`src/rtl/step_seq_pkg.sv`:
```
// -----------------------------------------------------------------------------
// step_seq_pkg
// Shared definitions for the PS/2 receive path and the key decoders behind it.
//   - ps2_state_t    : frame FSM states (IDLE, DATA, PARITY, STOP)
//   - PS2_FRAME_BITS : bits in one PS/2 frame (start + 8 data + parity + stop)
//   - PS2_DATA_BITS  : payload bits per frame
//   - KEY_*          : scan-code constants used by downstream decoders
//   - oddParityOk()  : odd-parity test over a data byte plus its parity bit
// Optional feature macro (used by ps2_receiver): PS2_PARITY_CHECK_EN
// -----------------------------------------------------------------------------
package step_seq_pkg;

    typedef enum logic [1:0] {
        IDLE   = 2'd0,
        DATA   = 2'd1,
        PARITY = 2'd2,
        STOP   = 2'd3
    } ps2_state_t;

    localparam int PS2_FRAME_BITS = 11;
    // Start, parity and stop wrap the payload.
    localparam int PS2_DATA_BITS  = PS2_FRAME_BITS - 3;

    localparam logic [7:0] KEY_RELEASE = 8'hF0;
    localparam logic [7:0] KEY_1D      = 8'h1D;
    localparam logic [7:0] KEY_1B      = 8'h1B;
    localparam logic [7:0] KEY_1C      = 8'h1C;
    localparam logic [7:0] KEY_23      = 8'h23;
    localparam logic [7:0] KEY_29      = 8'h29;

    // A frame has good parity when data plus parity holds an odd number of ones.
    function automatic logic oddParityOk(input logic [7:0] d, input logic p);
        return ^{d, p};
    endfunction

endpackage

```
`src/rtl/ps2_sync.sv`:
```
// -----------------------------------------------------------------------------
// ps2_sync
// Brings the raw PS/2 clock and data pins into the system clock domain with
// two-flop synchronizers and flags falling edges of the synchronized clock.
// Both pins pass through the same number of flops, so the data level seen on
// a flagged edge is the level the device held while it dropped the clock.
// Ports:
//   clk        in  system clock
//   rst        in  asynchronous active-high reset (flops preset to bus idle 1)
//   i_clkPin   in  raw PS2_CLK
//   i_datPin   in  raw PS2_DAT
//   o_dat      out synchronized PS2_DAT
//   o_clkFall  out one-cycle pulse on a synchronized PS2_CLK falling edge
// -----------------------------------------------------------------------------
module ps2_sync (
    input  logic clk,
    input  logic rst,
    input  logic i_clkPin,
    input  logic i_datPin,
    output logic o_dat,
    output logic o_clkFall
);

    logic [1:0] r_clkSync;
    logic [1:0] r_datSync;
    logic       r_clkPrev;

    // Synchronizer chains plus one extra clock stage for edge detection.
    // Reset value 1 matches the idle bus so no false edge follows reset.
    always_ff @(posedge clk or posedge rst) begin
        if (rst) begin
            r_clkSync <= 2'b11;
            r_datSync <= 2'b11;
            r_clkPrev <= 1'b1;
        end else begin
            r_clkSync <= {r_clkSync[0], i_clkPin};
            r_datSync <= {r_datSync[0], i_datPin};
            r_clkPrev <= r_clkSync[1];
        end
    end

    assign o_dat     = r_datSync[1];
    assign o_clkFall = r_clkPrev & ~r_clkSync[1];

endmodule

```
`src/rtl/ps2_receiver.sv`:
```
// -----------------------------------------------------------------------------
// ps2_receiver
// Receives 11-bit PS/2 keyboard frames and presents each accepted byte with a
// one-cycle strobe. Rejected frames (bad stop bit, optionally bad parity) and
// frames that stall longer than TIMEOUT_CYCLES give a one-cycle error strobe.
// Parameters:
//   TIMEOUT_CYCLES  idle system cycles between PS2_CLK falls that abort a frame
// Ports:
//   Clock      in  system clock, all state on the rising edge
//   Reset      in  asynchronous active-high reset
//   PS2_CLK    in  raw keyboard clock (asynchronous)
//   PS2_DAT    in  raw keyboard data (asynchronous)
//   data       out last accepted byte, held until the next accepted frame
//   data_en    out one-cycle strobe: new byte on data
//   frame_err  out one-cycle strobe: frame rejected or aborted
// Configuration macro:
//   PS2_PARITY_CHECK_EN  defined   -> odd parity must hold or the frame is rejected
//                        undefined -> parity bit captured but not checked
// -----------------------------------------------------------------------------
module ps2_receiver
    import step_seq_pkg::*;
#(
    parameter int TIMEOUT_CYCLES = 50000
) (
    input  logic       Clock,
    input  logic       Reset,
    input  logic       PS2_CLK,
    input  logic       PS2_DAT,
    output logic [7:0] data,
    output logic       data_en,
    output logic       frame_err
);

    localparam int              TW     = $clog2(TIMEOUT_CYCLES + 1);
    localparam logic [TW-1:0]   TO_MAX = TW'(TIMEOUT_CYCLES);
    localparam logic [2:0]      LAST_BIT = 3'(PS2_DATA_BITS - 1);

`ifdef PS2_PARITY_CHECK_EN
    localparam bit PARITY_CHECK = 1'b1;
`else
    localparam bit PARITY_CHECK = 1'b0;
`endif

    ps2_state_t    r_state;
    logic [2:0]    r_bitCnt;
    logic [7:0]    r_shift;
    logic          r_parity;
    logic [TW-1:0] r_timeout;

    logic w_dat;
    logic w_clkFall;
    logic w_parityOk;
    logic w_timedOut;

    ps2_sync u_sync (
        .clk       (Clock),
        .rst       (Reset),
        .i_clkPin  (PS2_CLK),
        .i_datPin  (PS2_DAT),
        .o_dat     (w_dat),
        .o_clkFall (w_clkFall)
    );

    assign w_parityOk = !PARITY_CHECK || oddParityOk(r_shift, r_parity);
    assign w_timedOut = (r_state != IDLE) && (r_timeout == TO_MAX);

    // Frame FSM with registered strobes. A stalled frame is abandoned before
    // any edge in the same cycle is considered, so an abort always wins.
    always_ff @(posedge Clock or posedge Reset) begin
        if (Reset) begin
            r_state   <= IDLE;
            r_bitCnt  <= 3'd0;
            r_shift   <= 8'h00;
            r_parity  <= 1'b0;
            r_timeout <= '0;
            data      <= 8'h00;
            data_en   <= 1'b0;
            frame_err <= 1'b0;
        end else begin
            data_en   <= 1'b0;
            frame_err <= 1'b0;

            // Watchdog only runs inside a frame; it saturates rather than wraps.
            if (r_state == IDLE || w_clkFall) begin
                r_timeout <= '0;
            end else if (r_timeout != TO_MAX) begin
                r_timeout <= r_timeout + 1'b1;
            end

            if (w_timedOut) begin
                r_state   <= IDLE;
                r_bitCnt  <= 3'd0;
                frame_err <= 1'b1;
            end else if (w_clkFall) begin
                case (r_state)
                    IDLE: begin
                        // A high level on a falling edge is not a start bit.
                        if (!w_dat) begin
                            r_state  <= DATA;
                            r_bitCnt <= 3'd0;
                        end
                    end
                    DATA: begin
                        r_shift <= {w_dat, r_shift[7:1]};
                        if (r_bitCnt == LAST_BIT) begin
                            r_state <= PARITY;
                        end else begin
                            r_bitCnt <= r_bitCnt + 3'd1;
                        end
                    end
                    PARITY: begin
                        r_parity <= w_dat;
                        r_state  <= STOP;
                    end
                    STOP: begin
                        r_state <= IDLE;
                        if (w_dat && w_parityOk) begin
                            data    <= r_shift;
                            data_en <= 1'b1;
                        end else begin
                            frame_err <= 1'b1;
                        end
                    end
                    default: r_state <= IDLE;
                endcase
            end
        end
    end

endmodule
```
`config.mk`:
```
export PLATFORM = sky130hd
export DESIGN_NAME = ps2_receiver
export DESIGN_NICKNAME = d
export VERILOG_FILES = /design/src/rtl/step_seq_pkg.sv /design/src/rtl/ps2_sync.sv /design/src/rtl/ps2_receiver.sv
export SDC_FILE = /design/constraint.sdc
export NUM_CORES = 1
export LEC_CHECK = 0
export BUFFER_PORTS_ARGS = -buffer_cell sky130_fd_sc_hd__buf_4
export CORE_AREA = 2 2 62 64
export DETAILED_ROUTE_END_ITERATION = 16
export DIE_AREA = 0 0 64 66
export PLACE_DENSITY = 0.76
export SETUP_SLACK_MARGIN = 0.3
export SLEW_MARGIN = 20
export SYNTH_ARGS = -nofsm -noshare
export SYNTH_HDL_FRONTEND = slang
export SYNTH_HIERARCHICAL = 1
export SYNTH_SLANG_ARGS = --single-unit
export TNS_END_PERCENT = 5
```
`constraint.sdc`:
```
create_clock -name Clock -period 2.7 [get_ports Clock]
set_clock_uncertainty 0.2 [all_clocks]
set_input_delay 0.135 -clock Clock [delete_from_list [all_inputs] [get_ports Clock]]
set_output_delay 0.135 -clock Clock [all_outputs]
set_load 0.01 [all_outputs]
```
; Word-level counts from Yosys, hierarchy flattened
; Cells that the tools add are included.
[word_totals]
reg_bits = 44
inputBits = 4
[classes]
add_sub_neg = 2
eq_ne = 9
mux = 20
n_bitwise = 3
reduce_logical = 11
[ops]
columns = operator, count
row1 = two-way mux 16 bit, 2
row2 = "adder 16 x 1 -> 16 bit, second input constant", 1
row3 = "== test 16 bit, second input constant", 1
row4 = "!= test 16 bit, second input constant", 1
row5 = two-way mux 3 bit, 4
row6 = "!= test 3 bit, second input constant", 3
row7 = two-way mux 1 bit, 8
row8 = two-way mux 2 bit, 4
row9 = case mux 2 bit (4 select lines), 1
row10 = AND reduction 4 bit, 2
row11 = case mux 3 bit (2 select lines), 1
row12 = AND reduction 3 bit, 2
row13 = nonzero test 2 bit, 3
row14 = "== test 2 bit, second input constant", 2
row15 = "adder 3 x 1 -> 3 bit, second input constant", 1
row16 = "== test 3 bit, second input constant", 1
row17 = nonzero test 3 bit, 1
row18 = "== test 2 x 1 -> 1 bit, second input constant", 1
row19 = zero test 2 bit, 1
row20 = inverter 1 bit, 2
row21 = AND 1 bit, 1
row22 = logical AND 1 bit, 1
row23 = logical OR 1 bit, 1

; Longest topological paths before layout
; Gate-level depths: netlist of the first run.
[logic_depth]
ltp_word = 5
depth_mapped = 7

; Hierarchy
; The synthesis of the first run kept the hierarchy.
[modules_own_cells]
columns = mod, n_inst, cells_per_inst, area_each_um2
row1 = ps2_receiver, 1, 165, 1890.6
row2 = ps2_sync, 1, 7, 148.9

; Least setup slack after synthesis of the first run
; No wires, ideal clock.
[synth_path]
path_type = reg2reg
start = reg r_timeout[0]
end = reg data[0]
arrival_time_ns = 1.804
required_time_ns = 2.375
path_slack_ns = 0.571
path_stages_with_launch = 7
period_less_slack_ns = 2.129
cell_sequence = dfrtp_1 -> inv_1 -> ha_1 -> nor3b_1 -> nand4_2 -> o2111ai_4 -> mux2_2
[synth_between]
elab_chain_cells = 4
[synth_lines]
columns = item, line_no
row1 = start: declaration, ps2_receiver.sv:48  ; logic [TW-1:0] r_timeout;
row2 = start signal: assignment, ps2_receiver.sv:87  ; r_timeout <= r_timeout + 1'b1;
row3 = == test 16 bit, ps2_receiver.sv:65  ; assign w_timedOut = (r_state != IDLE) && (r_timeout == TO_MAX);
row4 = logical AND 1 bit, ps2_receiver.sv:65
row5 = inverter 1 bit (no source line), --
row6 = AND reduction 4 bit (no source line), --
row7 = end signal: assignment, ps2_receiver.sv:118  ; data <= r_shift;
row8 = end: declaration, ps2_receiver.sv:29  ; output logic [7:0] data,
; No other way between the ends.
; A chain may end at the register's enable or synchronous reset.

; Worst setup path after layout of the first run
[layout_path]
start = reg r_timeout[0]
end = reg data[4]
; The elaborated chain is that of the path after synthesis.

==> results of run 1 <==
critical path, cell delays in order, from the launching register on:
cell       delay (ps)
dfrtp_1           460
inv_1             100
ha_1              140
nor3b_2           190
nand4_2           260
o2111ai_4         310
buf_4             170
mux2_2            320
routing by layer:
| metal | wire (um) | share of wire, % |
|---|---|---|
| met5 | 0 | 0 |
| met1 | 1550 | 42 |
| met2 | 1960 | 53 |
| met4 | 55 | 1.5 |
| met3 | 127 | 3.4 |
final timing paths:
check | endpoint | cells past startpoint
worst max-delay path | data[4] | 7
worst min-delay path | r_state[1] | 3
worst max register to register | data[4] | 7
worst min register to register | u_sync/r_clkSync[1] | 0
max in group asynchronous | r_timeout[0] | 4
min in group Clock | u_sync/r_clkSync[1] | 0
layout make-up:
class / instances / area (sq um)
flip-flops and latches: 44 / 1110
well taps: 48 / 60.1
repair buffers: 24 / 213
clock inverters: 2 / 38.8
clock buffers: 6 / 51.3
inverters: 11 / 41.3
fillers: 253 / 1160
multi-input cells: 113 / 881
cell families after synthesis:
logic type | count (synthesis)
adders and majority gates | 8
xor gates and xnor gates | 10
and+or+nand+nor | 56
muxes | 18
DFF | 44
buffers and inverters | 15
AOI/OAI and AO/OA | 21
synth_stat cells, types with 5 or more instances:
cell	number	area share [%]
nor2_1	16	2.9
dfstp_2	5	6.4
nand3_1	5	1.2
mux2_2	16	8.8
dfrtp_1	39	48
xnor2_1	8	3.4
nand2_1	8	1.5
a21oi_1	8	2.0
inv_1	11	2.0
ha_1	8	4.9
power groups by stage:
stage	clock network (mW)	registers [mW]	logic, mW
global route	0.467	0.956	0.593
floorplan	0	0.928	0.356
detailed placement	0	0.944	0.504
CTS	0.442	0.932	0.521
global placement	0	0.926	0.475
finish	0.430	0.934	0.536
state kept, by name (all words and copies together), names as in the netlist, 2 cells and up:
| signal | flops |
|---|---|
| data | 8 |
| r_bitCnt | 3 |
| r_shift | 8 |
| r_state | 2 |
| r_timeout | 16 |
| u_sync/r_clkSync | 2 |
| u_sync/r_datSync | 2 |
what timing repair did:
action	CTS	global route
setup endpoints to repair	7	16
pin swaps	1	2
hold buffers	3	0
resized for setup	0	1
buffers inserted	2	4
endpoints found under the hold margin	20	0
==> results.ini, run 1 <==
[logic_synthesis]
synth_fa_ha_area_share_pct = 4.91
synth_nets = 184
ys_ff_latch = 44
synth_top_family_by_area = simple AND/OR/NAND/NOR gates
synth_xor_area_share_pct = 4.29
synthSimpleGateAreaFrac_pct = 16.1
syn_area_sq_um = 2040
ys_warn_count = 6
synth-edff-count = 0
synth_mux_area_share_pct = 9.82
synth-main-ff-cell = dfrtp_1
ys_seq_area_share_pct = 54.3
synth_compound_area_share_pct = 7.85
syn_area_per_cell_sq_um = 11.9
synth_cell_types = 40
async_flop_share_pct = 100
netlist_instances = 172

[worst_setup_path]
crit_type = register to register
endpoint_kind = register
startpoint_type = register
crit_required_ps = 2740
reg2reg_from = r_timeout[0]
rrSetupSlack_ps = 450
arrival_ps = 2300
cp_max_fo = 5
cp-startpoint = r_timeout[0]

[power_and_ir_drop]
vdd_drop_max_v = 0.000580
power_mw = 1.90
power_density_nw_per_um2 = 795
clockPowerShare_pct = 22.6
p_sw_share_pct = 31.7
p_seq_share_pct = 49.1
cellLeakagePower_nw = 1.10
internal_power_mw = 1.30
power_frac_comb_pct = 28.2
power_switching_mw = 0.602

[timing]
max_freq_mhz = 444
fin_ws_ps = 446
hold_violations = 0
finalSetupTns_ps = 0
tightest_slew_ps = 520
final.period_utilization_pct = 83.5
whs_ps = 166
period_needed_ps = 2250
setup_viol = 0
finalMaxSlewViolations = 0
relSlewSlack_pct = 65.3
rsz0062_at_grt = false

[clock_tree]
clk_pin_slew_ps = 130
htree_num_levels = 2
cts_buffers = 5
clkLatencyLatePin_ps = 350
cts_tree = done
clock_path_buffers = 2
ctsRootBufferMaster = clkbuf_4
cts.sinks = 44

[final_layout]
fin_nets = 211
layout.cells.non_filler = 248
antenna_cells = 0
final_cell_mix = dfrtp_1, buf_4, nor2_1, mux2_2, inv_1
layout_commonest_cell = dfrtp_1
final_util_pct = 67.4
layout-drive-gt1-share_pct = 30.5
finalInstanceArea_sq_um = 2390
area_growth_pct = 17.3

[drt]
antenna_left = 0
drt-total-wl_um = 3700
drc = 0
vias = 1387
drt_iter0_markers = 78
avgRoutedWirePerCell_um = 14.9
vias_per_cell = 5.59
dr.pass1.iters = 4

[global_routing]
grt_pass1_wl_um = 6270
busiest_layer = met2
antenna_found_initial = 0
grt_use_met2_pct = 34.1
grt_pass1_vias = 1380
gr-usage-met3_pct = 5.11
grt.overflow.total = 0
grt_use_total_pct = 19.9
use_met1_pct = 24.0
grt_max_degree = 27

[place]
io_buffers = 13
place_area_sq_um = 2200
place_ws_ps = 357
place.gp.congestion = 0.788
dpl.hpwl_um = 2500
placed_cells = 231

[floorplan]
die_y_um = 66
initial_core_util_pct = 57.4
io_pins = 14
design.die.area_sq_um = 4220
num_rows = 22
core_sq_um = 3550
die_x_um = 64

[run_status]
status = finished clean

[job]
max_cap_viol_count = 0

[worst_hold_path]
hold_class = input port to async pin

Power figures use the tool's default switching activity.
==> inputs of run 2 (changes only) <==
--- a/config.mk
+++ b/config.mk
@@ -6,10 +6,10 @@
 export NUM_CORES = 1
 export LEC_CHECK = 0
 export BUFFER_PORTS_ARGS = -buffer_cell sky130_fd_sc_hd__buf_4
-export CORE_AREA = 2 2 62 64
+export CORE_AREA = 2 2 66 68
 export DETAILED_ROUTE_END_ITERATION = 16
-export DIE_AREA = 0 0 64 66
-export PLACE_DENSITY = 0.76
+export DIE_AREA = 0 0 68 70
+export PLACE_DENSITY = 0.7
 export SETUP_SLACK_MARGIN = 0.3
 export SLEW_MARGIN = 20
 export SYNTH_ARGS = -nofsm -noshare
==> constraint.sdc (replaced) <==
create_clock -name Clock -period 2 [get_ports Clock]
set_clock_uncertainty 0.2 [all_clocks]
set_input_delay 0.1 -clock Clock [delete_from_list [all_inputs] [get_ports Clock]]
set_output_delay 0.1 -clock Clock [all_outputs]
set_load 0.01 [all_outputs]
==> run 2 against run 1 <==
  * The flow now finishes with violations (setup timing)
  * Cell count up 10%
  * Cell area up 14%
  * Register-to-register slack worse by 490 ps
  * Core utilization down 1.3 points
  * First-iteration DRC count down 32%
  * Die area up 13%
  * Critical path depth unchanged
  * Clock power up 85%
  * Largest cell class unchanged
  * Largest power group unchanged
==> results.ini, run 2 (synthesis results as in run 1) <==
[global_routing]
antenna_found_initial = 0  ; unchanged
grt_max_degree = 40  ; +48%
grt_use_total_pct = 20.0  ; +0.11 points
grt_pass1_vias = 1587  ; +15%
grt_pass1_wl_um = 7130  ; +14%
grt.overflow.total = 0  ; unchanged

[worst_setup_path]
cp.depth = 7  ; unchanged
critPathBufInv = 2  ; unchanged
startpoint_type = register
cp_slowest_cell = dfrtp_1
crit_required_ps = 1980  ; -760 ps
path_cells = inv_1, ha_1, nor3b_4, nand4_4, o2111ai_4, buf_12, mux2_2
max_stage_delay_ps = 380  ; -80 ps
arrival_ps = 2030  ; -270 ps
cp_max_fo = 9  ; +4
rrSetupSlack_ps = -50  ; -490 ps
endpoint_kind = register
crit_family = simple AND/OR/NAND/NOR gates
r2r_end = data[7]
r2r_cells = 7  ; unchanged
crit_type = register to register
reg2reg_from = r_timeout[0]

[timing]
period_needed_ps = 2050  ; -206 ps
max_freq_mhz = 488  ; +10%
final.period_utilization_pct = 102  ; +19 points
finalMaxSlewViolations = 0  ; unchanged
setup_viol = 15  ; +15
fin_ws_ps = -48.1  ; -494 ps
hold_violations = 0  ; unchanged
tightest_slew_ps = 481  ; -38.6 ps
rsz0062_at_grt = true
relSlewSlack_pct = 67.9  ; +2.6 points

[drt]
vias = 1442  ; +4.0%
drt-total-wl_um = 4120  ; +11%
wl_met3_um = 116  ; -8.7%
wl_met2_um = 2260  ; +15%
avgRoutedWirePerCell_um = 15.1  ; +1.1%
drc = 0  ; unchanged
dr.pass1.iters = 4  ; unchanged
vias_per_cell = 5.28  ; -5.6%
drt_iter0_markers = 53  ; -32%
highest_layer = met4
wl_met1_um = 1670  ; +7.4%
antenna_left = 0  ; unchanged

[run_status]
status = finished with violations
violations = setup timing

[clock_tree]
clock_path_buffers = 2  ; unchanged
clkLatencyLatePin_ps = 300  ; -50 ps
cts.sinks = 44  ; unchanged
cts_tree = done
ctsRootBufferMaster = clkbuf_8
cts_buffers = 5  ; unchanged
htree_num_levels = 2  ; unchanged
clk_pin_slew_ps = 80  ; -50 ps

[power_and_ir_drop]
clockPowerShare_pct = 26.8  ; +4.2 points
power_frac_comb_pct = 31.4  ; +3.2 points
p_sw_share_pct = 30.1  ; -1.5 points
power_switching_mw = 0.894  ; +49%
vdd_drop_max_v = 0.000853  ; +47%
p_seq_share_pct = 41.8  ; -7.3 points
power_density_nw_per_um2 = 1080  ; +36%
cellLeakagePower_nw = 1.27  ; +15%
internal_power_mw = 2.07  ; +60%

[floorplan]
design.die.area_sq_um = 4760  ; +13%
num_rows = 24  ; +9.1%
io_pins = 14  ; unchanged
core_sq_um = 4140  ; +17%
die_x_um = 68  ; +6.3%
initial_core_util_pct = 49.2  ; -8.2 points
die_y_um = 70  ; +6.1%

[final_layout]
layout-drive-gt1-share_pct = 44.3  ; +14 points
top_regs = r_timeout (16), data (8), r_shift (8)
fin_nets = 232  ; +10%
num-fill-cells = 298  ; +18%
layout.cells.non_filler = 273  ; +10%
area_growth_pct = 34.3
finalInstanceArea_sq_um = 2740  ; +14%
top_register = r_timeout
largest_register_ffs = 16  ; unchanged
antenna_cells = 0  ; unchanged
final_cell_mix = dfrtp_1, buf_4, mux2_2

[worst_hold_path]
min-delay-start = u_sync/r_datSync[0]
hold_class = register to register
hold_path_depth = 0
holdPathEnd = u_sync/r_datSync[1]

[place]
dpl.hpwl_um = 2690  ; +7.7%
place_ws_ps = -129  ; -486 ps
io_buffers = 13  ; unchanged
placed_cells = 258  ; +12%
place.gp.congestion = 0.840  ; +6.6%
place_area_sq_um = 2390  ; +9.0%

[job]
max_cap_viol_count = 0  ; unchanged

==> run 2: layout make-up <==
cell class	instances	area, sq um	share of cell area, %
inverters	11	41.3	1.51
well taps	52	65.1	2.38
clock buffers	6	72.6	2.65
clock inverters	2	60.1	2.19
repair buffers	45	374	13.7
flip-flops and latches	44	1110	40.4
multi-input cells	113	1020	37.2
==> run 2: worst max path at each step <==
stage,startpoint,to
after CTS,r_timeout[0],data[5]
final,r_timeout[0],data[7]
after global placement,r_timeout[0],data[2]
after floorplan,r_timeout[0],data[0]
after detailed placement,r_timeout[7],data[5]
after global routing,r_timeout[1],data[5]
==> run 2: routing by layer <==
| metal | vias to the layer above | global-route usage, % |
|---|---|---|
| li1 | 693 | - |
| met1 | 721 | 24.7 |
| met2 | 21 | 33.3 |
| met3 | 7 | 4.99 |
| met4 | 0 | 7.33 |
| met5 | - | 0 |
==> run 2: what timing repair did <==
action,in CTS,in global routing
setup endpoints to repair,31,38
pin swaps,8,11
hold endpoints to repair,46,0
buffers inserted,3,1
resized for setup,17,10
hold buffers,3,0
==> run 2: power groups by stage <==
stage | Clock (mW) | Combinational (mW) | Sequential (mW)
CTS | 0.807 | 0.915 | 1.24
detailed placement | 0 | 0.820 | 1.25
floorplan | 0 | 0.506 | 1.26
global placement | 0 | 0.763 | 1.24
global route | 0.847 | 1.03 | 1.27
finish | 0.795 | 0.930 | 1.24
==> run 2: through the flow <==
| step | utilization (%) | setup TNS, ps | power (mW) | hold slack (ps) |
|---|---|---|---|---|
| after floorplan | - | -214 | 1.76 | -123 |
| after global placement | 57.8 | 0 | 2.00 | 11.2 |
| after detailed placement | 57.8 | -1520 | 2.07 | 10.9 |
| after CTS | 64.8 | -576 | 2.96 | 159 |
| after global routing | 66.1 | -1900 | 3.15 | 166 |
| final | 66.1 | -381 | 2.97 | 160 |
==> inputs of run 3 (changes only) <==
--- a/config.mk
+++ b/config.mk
@@ -10,6 +10,7 @@
 export DETAILED_ROUTE_END_ITERATION = 16
 export DIE_AREA = 0 0 68 70
 export PLACE_DENSITY = 0.7
+export REMOVE_ABC_BUFFERS = 1
 export SETUP_SLACK_MARGIN = 0.3
 export SLEW_MARGIN = 20
 export SYNTH_ARGS = -nofsm -noshare
==> run 3 against run 2 <==
  * The flow still finishes with violations (setup timing)
  * Total power is 1.3% higher
  * Global-route usage is 0.81 points lower
  * Count of clock-buffer cells in the layout is 1 higher
  * Sequential power hardly changed
  * Via count is 1.2% higher
  * Combinational power is 9% higher
  * Sequential cell count stayed put
  * Clock power is 6.9% lower
  * Core utilization is 0.27 points lower
  * First-iteration DRC count is 3.8% higher
  * Non-clock buffer count is 1 lower
  * Wire length is 0.85% lower
  * Critical path type unchanged
  * Critical endpoint is now r_shift[2]
  * Largest cell class unchanged
  * Largest power group unchanged
==> results.ini, run 3 (synthesis results as in run 1) <==
[timing]
fin_ws_ps = -3.43  ; +44.7 ps
finalMaxSlewViolations = 0  ; unchanged
final.period_utilization_pct = 100  ; -2.2 points
finalSetupTns_ps = -3.43  ; +378 ps
hold_violations = 0  ; unchanged
rsz0062_at_grt = true
whs_ps = 161  ; +0.715 ps
setup_viol = 1  ; -14
max_freq_mhz = 499  ; +2.2%
relSlewSlack_pct = 67.7  ; -0.26 points
period_needed_ps = 2000  ; -44.7 ps
tightest_slew_ps = 485  ; +3.88 ps

[power_and_ir_drop]
p_seq_share_pct = 41.6  ; -0.2 points
clockPowerShare_pct = 24.6  ; -2.2 points
power_mw = 3.00  ; +1.3%
internal_power_mw = 2.07  ; +0.14%
power_switching_mw = 0.929  ; +3.9%
power_density_nw_per_um2 = 1100  ; +1.7%
power_frac_comb_pct = 33.8  ; +2.4 points
p_sw_share_pct = 30.9  ; +0.79 points
cellLeakagePower_nw = 1.29  ; +1.7%
vdd_drop_max_v = 0.000712  ; -17%

[drt]
drt_iter0_markers = 55  ; +3.8%
dr.pass1.iters = 4  ; unchanged
antenna_left = 0  ; unchanged
drt-total-wl_um = 4080  ; -0.85%
vias_per_cell = 5.35  ; +1.2%
vias = 1460  ; +1.2%
avgRoutedWirePerCell_um = 14.9  ; -0.85%
drc = 0  ; unchanged

[worst_setup_path]
crit_required_ps = 1990  ; about the same
crit_type = register to register
cp_max_fo = 5  ; -4
startpoint_type = register
rrSetupSlack_ps = -3  ; +40 ps
endpoint_kind = register
reg2reg_from = r_timeout[0]
arrival_ps = 1990  ; -40 ps
cp-startpoint = r_timeout[0]

[clock_tree]
cts_tree = done
cts_buffers = 5  ; unchanged
cts.sinks = 44  ; unchanged
clk_pin_slew_ps = 80  ; about the same
clkLatencyLatePin_ps = 300  ; about the same
htree_num_levels = 2  ; unchanged
ctsRootBufferMaster = clkbuf_8
clock_path_buffers = 2  ; unchanged

[final_layout]
fin_nets = 232  ; unchanged
final_cell_mix = dfrtp_1, buf_4, nor2_1
area_growth_pct = 33.7
final_util_pct = 65.8  ; -0.27 points
layout.cells.non_filler = 273  ; unchanged
layout-drive-gt1-share_pct = 39.8  ; -4.5 points
layout_commonest_cell = dfrtp_1
top_register = r_timeout
largest_register_ffs = 16  ; unchanged
antenna_cells = 0  ; unchanged
finalInstanceArea_sq_um = 2730  ; -0.41%
top_regs = r_timeout (16), data (8), r_shift (8)

[place]
io_buffers = 13  ; unchanged
place_area_sq_um = 2370  ; -0.84%
placed_cells = 258  ; unchanged
place_ws_ps = -143  ; -14.0 ps
place.gp.congestion = 0.806  ; -4.0%
dpl.hpwl_um = 2760  ; +2.9%

[global_routing]
grt_pass1_wl_um = 6850  ; -3.9%
grt_use_total_pct = 19.2  ; -0.81 points
grt_pass1_vias = 1541  ; -2.9%
antenna_found_initial = 0  ; unchanged
grt.overflow.total = 0  ; unchanged
grt_max_degree = 40  ; unchanged

[floorplan]
io_pins = 14  ; unchanged
core_sq_um = 4140  ; unchanged
initial_core_util_pct = 49.2  ; unchanged
die_x_um = 68  ; unchanged
die_y_um = 70  ; unchanged
num_rows = 24  ; unchanged
design.die.area_sq_um = 4760  ; unchanged

[worst_hold_path]
hold_class = register to register
min-delay-start = u_sync/r_datSync[0]

[run_status]
status = finished with violations
violations = setup timing

[job]
max_cap_viol_count = 0  ; unchanged

## run 3: power groups by stage
stage	Sequential [mW]	Combinational [mW]	Clock (mW)
2_1_floorplan	1.25	0.471	0
3_3_place_gp	1.23	0.752	0
3_5_place_dp	1.25	0.796	0
4_1_cts	1.24	0.888	0.755
5_1_grt	1.28	1.11	0.797
6_report	1.25	1.01	0.740
## run 3: worst paths after layout
path                                       end  depth (start not counted)
max                                 r_shift[2]                          7
min reg2reg                u_sync/r_datSync[1]                          0
min                        u_sync/r_datSync[1]                          0
min in group asynchronous  u_sync/r_clkSync[0]                          3
max in group asynchronous        r_timeout[15]                          4
max reg2reg                         r_shift[2]                          7
## run 3: worst max-delay path: stages (launching register included)
cell,delay (ps)
dfrtp_1,380
inv_1,50
ha_1,130
nor3b_4,210
nand4_4,190
o211ai_4,240
buf_6,150
mux2_2,330
## run 3: layer usage
layer | part of all wire (%) | global-route usage, %
met5 | 0 | 0
met4 | 1.5 | 6.67
met3 | 2.4 | 5.31
met2 | 55 | 33.0
met1 | 41 | 22.5
## run 3: area by class of cell
class / instances / area (sq um)
Multi-Input combinational cell: 114 / 1030
Tap cell: 52 / 65.1
Clock buffer: 7 / 96.3
Inverter: 11 / 41.3
Sequential cell: 44 / 1110
Clock inverter: 1 / 30.0
Timing Repair Buffer: 44 / 353
Fill cell: 301 / 1420
## run 3: timing repair
item                                    in CTS  in global routing
endpoints found under the setup margin      32                 35
gates resized for setup                     12                 22
hold buffers                                 3                  0
pin swaps                                    5                  5
setup buffers                                3                  0
hold endpoints to repair                    46                  0
cloned                                       1                  0
